==> src/rtl/plru_state_array_pkg.sv <==
// Shared types for the 4-way tree pseudo-LRU state array and victim selector.
package plru_state_array_pkg;

    typedef logic [2:0] lc3b_plru_state;
    typedef logic [1:0] lc3b_way;
    typedef logic [3:0] lc3b_way_valid;

    localparam logic [0:0] FsmIdle  = 1'b0;
    localparam logic [0:0] FsmFlush = 1'b1;

endpackage

==> src/rtl/plru_state_array_if.sv <==
// Lookup, update and flush signals between the cache controller and the PLRU state array.
interface plru_state_array_if #(
    parameter int unsigned NUM_SETS = 8,
    parameter int unsigned IDX_W    = $clog2(NUM_SETS)
) ();
    import plru_state_array_pkg::*;

    logic [IDX_W-1:0] rd_index;
    lc3b_plru_state   lru_state;
    lc3b_way          victim_way;
    logic             set_full;
    logic             upd_en;
    logic [IDX_W-1:0] upd_index;
    lc3b_plru_state   upd_state;
    logic             fill_en;
    lc3b_way          fill_way;
    logic             flush_req;
    logic             busy;

    modport master (
        output rd_index, upd_en, upd_index, upd_state, fill_en, fill_way, flush_req,
        input  lru_state, victim_way, set_full, busy
    );

    modport slave (
        input  rd_index, upd_en, upd_index, upd_state, fill_en, fill_way, flush_req,
        output lru_state, victim_way, set_full, busy
    );

endinterface

==> src/rtl/plru_victim_sel.sv <==
// Combinational victim choice for a 4-way tree PLRU: invalid ways first, then the tree.
module plru_victim_sel
    import plru_state_array_pkg::*;
(
    input  lc3b_plru_state state_i,
    input  lc3b_way_valid  valid_i,
    output lc3b_way        victim_o,
    output logic           set_full_o
);

    always_comb begin
        victim_o = 2'd0;
        if (!valid_i[0]) begin
            victim_o = 2'd0;
        end else if (!valid_i[1]) begin
            victim_o = 2'd1;
        end else if (!valid_i[2]) begin
            victim_o = 2'd2;
        end else if (!valid_i[3]) begin
            victim_o = 2'd3;
        end else if (!state_i[0]) begin
            // Lower pair used last: evict the colder way of the upper pair.
            victim_o = {1'b1, ~state_i[2]};
        end else begin
            victim_o = {1'b0, ~state_i[1]};
        end
    end

    assign set_full_o = &valid_i;

endmodule

==> src/rtl/plru_state_array.sv <==
// Per-set PLRU state and valid bits with zero-latency reads and a set-by-set flush sequencer.
module plru_state_array
    import plru_state_array_pkg::*;
#(
    parameter int unsigned NUM_SETS = 8,
    parameter int unsigned IDX_W    = $clog2(NUM_SETS)
) (
    input logic               clk,
    input logic               reset_n,
    plru_state_array_if.slave bus
);

    logic [0:0]       fsm_q, fsm_d;
    logic [IDX_W-1:0] flush_ptr_q, flush_ptr_d;
    logic             busy;

    lc3b_plru_state state_q [NUM_SETS];
    lc3b_plru_state state_d [NUM_SETS];
    lc3b_way_valid  valid_q [NUM_SETS];
    lc3b_way_valid  valid_d [NUM_SETS];

    lc3b_plru_state rd_state;
    lc3b_way_valid  rd_valid;
    lc3b_way        sel_victim;
    logic           sel_full;

    assign busy = (fsm_q == FsmFlush);

    always_comb begin
        fsm_d       = fsm_q;
        flush_ptr_d = flush_ptr_q;
        case (fsm_q)
            FsmIdle: begin
                if (bus.flush_req) begin
                    fsm_d       = FsmFlush;
                    flush_ptr_d = '0;
                end
            end
            FsmFlush: begin
                flush_ptr_d = flush_ptr_q + 1'b1;
                if (flush_ptr_q == IDX_W'(NUM_SETS - 1)) begin
                    fsm_d = FsmIdle;
                end
            end
            default: fsm_d = FsmIdle;
        endcase
    end

    // Controller writes are dropped while flushing; it is expected to stall.
    always_comb begin
        state_d = state_q;
        valid_d = valid_q;
        if (busy) begin
            state_d[flush_ptr_q] = '0;
            valid_d[flush_ptr_q] = '0;
        end else begin
            if (bus.upd_en) begin
                state_d[bus.upd_index] = bus.upd_state;
            end
            if (bus.fill_en) begin
                valid_d[bus.upd_index][bus.fill_way] = 1'b1;
            end
        end
    end

    always_ff @(posedge clk or negedge reset_n) begin
        if (!reset_n) begin
            fsm_q       <= FsmIdle;
            flush_ptr_q <= '0;
            for (int i = 0; i < NUM_SETS; i++) begin
                state_q[i] <= '0;
                valid_q[i] <= '0;
            end
        end else begin
            fsm_q       <= fsm_d;
            flush_ptr_q <= flush_ptr_d;
            state_q     <= state_d;
            valid_q     <= valid_d;
        end
    end

    // No bypass from the write port, so next-state logic never loops through here.
    assign rd_state = state_q[bus.rd_index];
    assign rd_valid = valid_q[bus.rd_index];

    plru_victim_sel u_victim_sel (
        .state_i    (rd_state),
        .valid_i    (rd_valid),
        .victim_o   (sel_victim),
        .set_full_o (sel_full)
    );

    assign bus.lru_state  = busy ? 3'b000 : rd_state;
    assign bus.victim_way = busy ? 2'b00  : sel_victim;
    assign bus.set_full   = busy ? 1'b0   : sel_full;
    assign bus.busy       = busy;

endmodule
==> src/flat_wrapper.sv <==
// flat-port wrapper written by rule: the top's interface ports become plain ports
module plru_state_array_flat import plru_state_array_pkg::*;
#(
    parameter int unsigned NUM_SETS = 8,
    parameter int unsigned IDX_W    = $clog2(NUM_SETS)
)
  (clk, reset_n, bus_rd_index, bus_upd_en, bus_upd_index, bus_upd_state, bus_fill_en, bus_fill_way, bus_flush_req, bus_lru_state, bus_victim_way, bus_set_full, bus_busy);
  plru_state_array_if #(.NUM_SETS(NUM_SETS), .IDX_W(IDX_W)) bus_i ();
  input logic clk;
  input logic reset_n;
  input wire logic [$bits(bus_i.rd_index)-1:0] bus_rd_index;
  input wire logic [$bits(bus_i.upd_en)-1:0] bus_upd_en;
  input wire logic [$bits(bus_i.upd_index)-1:0] bus_upd_index;
  input wire logic [$bits(bus_i.upd_state)-1:0] bus_upd_state;
  input wire logic [$bits(bus_i.fill_en)-1:0] bus_fill_en;
  input wire logic [$bits(bus_i.fill_way)-1:0] bus_fill_way;
  input wire logic [$bits(bus_i.flush_req)-1:0] bus_flush_req;
  output wire logic [$bits(bus_i.lru_state)-1:0] bus_lru_state;
  output wire logic [$bits(bus_i.victim_way)-1:0] bus_victim_way;
  output wire logic [$bits(bus_i.set_full)-1:0] bus_set_full;
  output wire logic [$bits(bus_i.busy)-1:0] bus_busy;
  assign bus_i.rd_index = bus_rd_index;
  assign bus_i.upd_en = bus_upd_en;
  assign bus_i.upd_index = bus_upd_index;
  assign bus_i.upd_state = bus_upd_state;
  assign bus_i.fill_en = bus_fill_en;
  assign bus_i.fill_way = bus_fill_way;
  assign bus_i.flush_req = bus_flush_req;
  assign bus_lru_state = bus_i.lru_state;
  assign bus_victim_way = bus_i.victim_way;
  assign bus_set_full = bus_i.set_full;
  assign bus_busy = bus_i.busy;
  plru_state_array #(.NUM_SETS(NUM_SETS), .IDX_W(IDX_W)) u_core (.clk(clk), .reset_n(reset_n), .bus(bus_i));
endmodule
==> config.mk <==
export PLATFORM = sky130hd
export DESIGN_NAME = plru_state_array_flat
export DESIGN_NICKNAME = d
export VERILOG_FILES = /design/src/rtl/plru_state_array_pkg.sv /design/src/rtl/plru_state_array_if.sv /design/src/rtl/plru_victim_sel.sv /design/src/rtl/plru_state_array.sv /design/src/flat_wrapper.sv
export SDC_FILE = /design/constraint.sdc
export NUM_CORES = 1
export LEC_CHECK = 0
export CORE_MARGIN = 2
export CORE_UTILIZATION = 45
export CTS_CLUSTER_DIAMETER = 30
export DETAILED_ROUTE_END_ITERATION = 6
export DONT_BUFFER_PORTS = 1
export PLACE_DENSITY = 0.71
export SLEW_MARGIN = 30
export SYNTH_ARGS = -nofsm -noshare
export SYNTH_HDL_FRONTEND = slang
export SYNTH_SLANG_ARGS = --single-unit
==> constraint.sdc <==
create_clock -name clk -period 6.2 [get_ports clk]
set_input_delay 1.24 -clock clk [delete_from_list [all_inputs] [get_ports clk]]
set_output_delay 1.24 -clock clk [all_outputs]
set_load 0.01 [all_outputs]
---- Word-level counts from Yosys, hierarchy flattened ----
Index checks and enable logic that the tools add are counted.
word-level totals
  output and inout bits ................... 7
  register bits ........................... 60
  logic and storage cells ................. 79
  input bits .............................. 16
cells by class
  bitwise operators ....................... 11
  reductions and logical operators ........ 6
  $lt $le $gt $ge ......................... 7
  muxes and demuxes ....................... 34
  equal/unequal tests ..................... 2
  $add $sub $neg .......................... 1
operators by type and width
  operator                                                    count
  two-way mux 32 bit                                          2
  two-way mux 24 bit                                          2
  AND 32 bit                                                  1
  NOT 32 bit                                                  1
  bitwise OR 32 bit                                           1
  AND 24 bit                                                  1
  bitwise mux 24 bit                                          1
  demux 4 bit (select 3 bit)                                  2
  NOT 24 bit                                                  1
  demux 3 bit (select 3 bit)                                  2
  two-way mux 3 bit                                           6
  two-way mux 4 bit                                           4
  binary-select mux 4 bit (select 3 bit)                      1
  >= comparator 4 bit, second input constant                  3
  two-way mux 2 bit                                           6
  NOT 3 -> 4 bit                                              3
  binary-select mux 3 bit (select 3 bit)                      1
  less-than comparator 4 x 1 -> 1 bit, second input constant  2
  one-hot mux 3 bit (2 select lines)                          1
  two-way mux 1 bit                                           4
  AND reduction 4 bit                                         1
  nonzero test 2 bit                                          2
  adder 3 x 1 -> 3 bit, second input constant                 1
  equality test 3 bit, second input constant                  1
  other kinds (7)                                             11

---- Depth between registers and ports, before layout ----
  depth after elaboration ................. 11
  mapped depth ............................ 6
  gate-level depth less buffers ........... 4

---- Hierarchy ----
Synthesis repeated with hierarchy kept, for this count alone.
unflattened totals
  cells, all modules ...................... 316
  area total of the unflattened synthesis .. 3171.8 um2
by module, submodules not included
  module            area each (um2)  sequential area each (um2)  cells an instance  times used
  plru_state_array  3125.5           1501.4                      308                1
  plru_victim_sel   46.3             0.0                         8                  1

---- Worst setup path before layout ----
OpenSTA, ideal clock, no wires.
  path kind ............................... input -> output
  start ................................... in bus_rd_index[0]
  end ..................................... out bus_victim_way[1]
  arrival ................................. 2509 ps
  path slack .............................. 2451 ps
  data required time ...................... 4960 ps
  stages on the path ...................... 6
  path through ............................ buf_6 > buf_12 > mux4_1 > nand3_1 > o21ai_0 > a21boi_0
on the way
  longest elaborated chain between the ends .. 10
  elaborated cells between the ends (all ways) .. 13
  those cells by class .................... mux (12); bitwise (1)
ends and longest elaborated chain
  what                                                   line                                            text
  start: declaration                                     flat_wrapper.sv:11                              input wire logic [$bits(bus_i.rd_index)-1:0] bus_rd_index;
  NOT 3 -> 4 bit (implied by the code) *                 plru_state_array.sv:83, plru_state_array.sv:84
  binary-select mux 3 bit (select 3 bit)                 plru_state_array.sv:83                          assign rd_state = state_q[bus.rd_index];
  two-way mux 3 bit (implied by the code) (2 in series)  plru_state_array.sv:83
  two-way mux 2 bit                                      plru_victim_sel.sv:21                           end else if (!state_i[0]) begin
  two-way mux 2 bit                                      plru_victim_sel.sv:19                           end else if (!valid_i[3]) begin
  two-way mux 2 bit                                      plru_victim_sel.sv:17                           end else if (!valid_i[2]) begin
  two-way mux 2 bit                                      plru_victim_sel.sv:15                           end else if (!valid_i[1]) begin
  two-way mux 2 bit *                                    plru_victim_sel.sv:13                           if (!valid_i[0]) begin
  two-way mux 2 bit *                                    plru_state_array.sv:94                          assign bus.victim_way = busy ? 2'b00 : sel_victim;
  end: declaration                                       flat_wrapper.sv:19                              output wire logic [$bits(bus_i.victim_way)-1:0] bus_victim_way;
Every way passes the cells marked *; elsewhere a longest branch is shown, timed or not. The select of a mux whose other input is x is not followed.

---- Worst setup path after layout ----
Ends and elaborated chain as after synthesis.

==> impl_results.md <==
* Status: complete, but fails checks
* Violated checks: DRC
* Final ANT Viol Nets at 0
* Reg2Reg Setup Slack at 4.09 ns
* Final RePlAce weighted congestion at 0.872
* Async set-or-reset flop fraction in the synthesized netlist at 100%
* Grt met1 use at 28.3%
* Main synth FF type: dfrtp_1
* Syn-to-layout area delta at 7.22%
* Post-synthesis simple-gate area fraction at 18.0%
* Setup Viol. Count Final at 0
* CTS Buf Count at 9
* Part of the power in registers at 48.5%
* # hold bufs at CTS at 0
* Number of synthesized flops with an enable pin at 0
* Worst R2R Path Depth at 3
* Post-synth top area share at 49.8%
* Die H at 85.9 um
* Tot GR Track Use at 20.4%
* Postcts setup bufs at 0
* I/O pin total at 23
* Synth Area in XOR/XNOR at 0%
* M3 GR Usage at 4.43%
* Initial Utilization at 47.0%
* Worst hold path depth at 2
* Reg2reg start: u_core.bus.busy$_DFF_PN0_
* Post-CTS resize count at 0
* Fin nets at 293
* Mapped Area at 3020 sq um
* Routed wire length at 7030 um
* Internal power at 0.881 mW
* WL/cell at 19.7 um
* H-tree Lvls at 3
* Number of global-route vias before repair at 2153
* Setup TNS at 0 ns
* Drt first pass iters at 6
* Area of the core at 6420 sq um
* Worst EP arrival at 2.38 ns
* Initial drt markers at 233
* Layout cell share with drive strength beyond 1 at 8.93%
* Fin crit share at 58.4%
* CP Launch Type: input port
* Multiplexer share of the synthesized area at 14.1%
* Syn nets at 297
* Peak VDD IR at 0.128 mV
* Switching power at 0.437 mW
* FF+latch count, synth at 60
* Synth area leaders: dfrtp_1, mux4_1, nand2_1
* CTS tree: built
* Synthesized area per cell at 10.8 sq um
* Min cycle time layout at 3.62 ns
* YS warnings at 0
* Max clock buf depth at 2
* FP Rows at 29
* Layout Cells excl Fill at 357
* Max Cap Viol at 0
* Detailed placement HPWL at 4980 um
* Worst-Margin Slew at 0.843 ns
* R2r endpoint: u_core.valid_q[7]$_DFFE_PN0P_
* Largest net degree at the start of global routing at 61
* Met2 Usage GRT at 30.6%
* Leak pwr at 1.45 nW
* Seq/Total Area, Yosys at 49.8%
* Worst skew pair latency at 0.34 ns
* Clk network pwr share at 27.2%
* Placed insts at 341
* Initial antenna violation count at 0
* Via count at 2206
* Hold_sp: u_core.valid_q[16]$_DFFE_PN0P_
* RSZ-0062 raised after global routing: false
* Max Clock Freq at 276 MHz
* Crit end category: output port
* Synth Instances at 279
* PwrDens at 408 nW/um^2
* Hold slack at 0.480 ns
* Avg Vias per Cell at 6.18
* Drc violations at 2
* Most common cell in the synthesized netlist: nand2_1
* Die width at 85.9 um
* Worst Path Class, Setup: in2out
* Busiest grt layer: met2
* Clk root buf: clkbuf_8
* Combinational power share at 24.3%
* Ant diodes at 0
* Sw Share at 33.2%
* Clock transition at path regs at 0.06 ns
* Global-route wire length before repair at 11300 um
* Die area at 7370 sq um
* Type of the worst min-delay path: reg2reg
* Critical path fanouts, max at 14
* Num Clock Sinks at 60
* Total power at 1.32 mW
* Clock Skews at 0.00777 ns
* Final Core Density at 50.3%
* Commonest cells in the synthesized netlist: nand2_1, dfrtp_1, o21ai_0
* Slew margin rel. at 43.8%
* CP required at 4.96 ns
* Cell variety after synth at 34
* Final Hold Fails at 0
* PortBufs at 0
* Slew Viols, Final at 0
* Compound-Gate Fraction of Synth Area at 13.9%
* Largest area contributor in the netlist: dfrtp_1
* Worst Hold End: u_core.valid_q[16]$_DFFE_PN0P_
* Largest family of logic cells by synthesized area: simple AND/OR/NAND/NOR gates
* Post-synthesis adder-cell area fraction at 0.830%
* Total gr overflow at 0
==> through the flow <==
step           instance area [sq um]  worst slack (ns)
2_1_floorplan                   3020              2.45
3_3_place_gp                    3020              2.59
3_5_place_dp                    3030              2.57
4_1_cts                         3230              2.57
5_1_grt                         3230              2.53
6_report                        3230              2.58
==> layer usage <==
metal,routed length [um],vias to the layer above
met5,0,-
li1,-,1009
met1,3160,1109
met3,457,13
met4,140,0
met2,3280,75
==> power by group through the flow <==
stage	clock, mW	combinational, mW	sequential [mW]
after floorplan	0	0.285	0.582
after global placement	0	0.308	0.638
after detailed placement	0	0.322	0.643
after CTS	0.362	0.322	0.636
after global routing	0.379	0.360	0.654
final	0.358	0.321	0.639
==> cell usage in the layout, fill, tap and decap left out <==
cell type	instances
a21boi_0	1
a21oi_1	1
a22o_1	24
a22oi_2	1
and2_1	1
and3b_1	1
bufinv_16	1
clkbuf_1	1
clkbuf_8	11
clkinv_2	2
clkinvlp_4	1
dfrtp_1	60
ha_1	2
inv_1	2
mux2i_1	4
mux2i_4	1
mux4_1	13
mux4_2	1
nand2_1	63
nand2b_1	5
nand3_1	9
nand3b_1	4
nand4_1	1
nand4b_1	1
nor2_1	20
nor2b_1	3
nor3b_1	1
nor3b_2	2
nor4_1	2
o21ai_0	35
o41ai_1	1
or2_2	1
or3b_2	3
or4b_2	1
==> critical path, cell delays in order <==
cell and delay (ns):
mux4_1 0.57, mux2i_4 0.19, inv_1 0.05, a21boi_0 0.32
==> registers in the layout (all words and copies together), names as in the netlist <==
signal and flops:
u_core.valid_q 32, u_core.flush_ptr_q 3, u_core.state_q 24, u_core.bus.busy 1
==> how the worst max path moves through the flow <==
stage	end	start	slack [ns]
final	bus_victim_way[1]	bus_rd_index[0]	2.58
after global routing	bus_victim_way[0]	bus_rd_index[0]	2.53
after CTS	bus_victim_way[1]	bus_rd_index[0]	2.57
after detailed placement	bus_victim_way[1]	bus_rd_index[0]	2.57
after global placement	bus_victim_way[1]	bus_rd_index[0]	2.59
after floorplan	bus_victim_way[1]	bus_rd_index[0]	2.45
==> final cells by class <==
cell class	count	area (sq um)
Clock buffer	12	155
Clock inverter	4	47.5
Fill cell	569	3190
Inverter	2	7.51
Multi-Input combinational cell	202	1430
Sequential cell	60	1500
Tap cell	77	96.3
==> logic make-up (layout without fill, tap and decap cells) <==
group,count (synthesis),count (layout)
DFF,60,60
and+or+nand+nor,118,118
adders and majority gates,2,2
muxes,19,19
buffers and inverters,17,18
AOI/OAI and AO/OA,63,63
(Power assumes the default switching activity.)
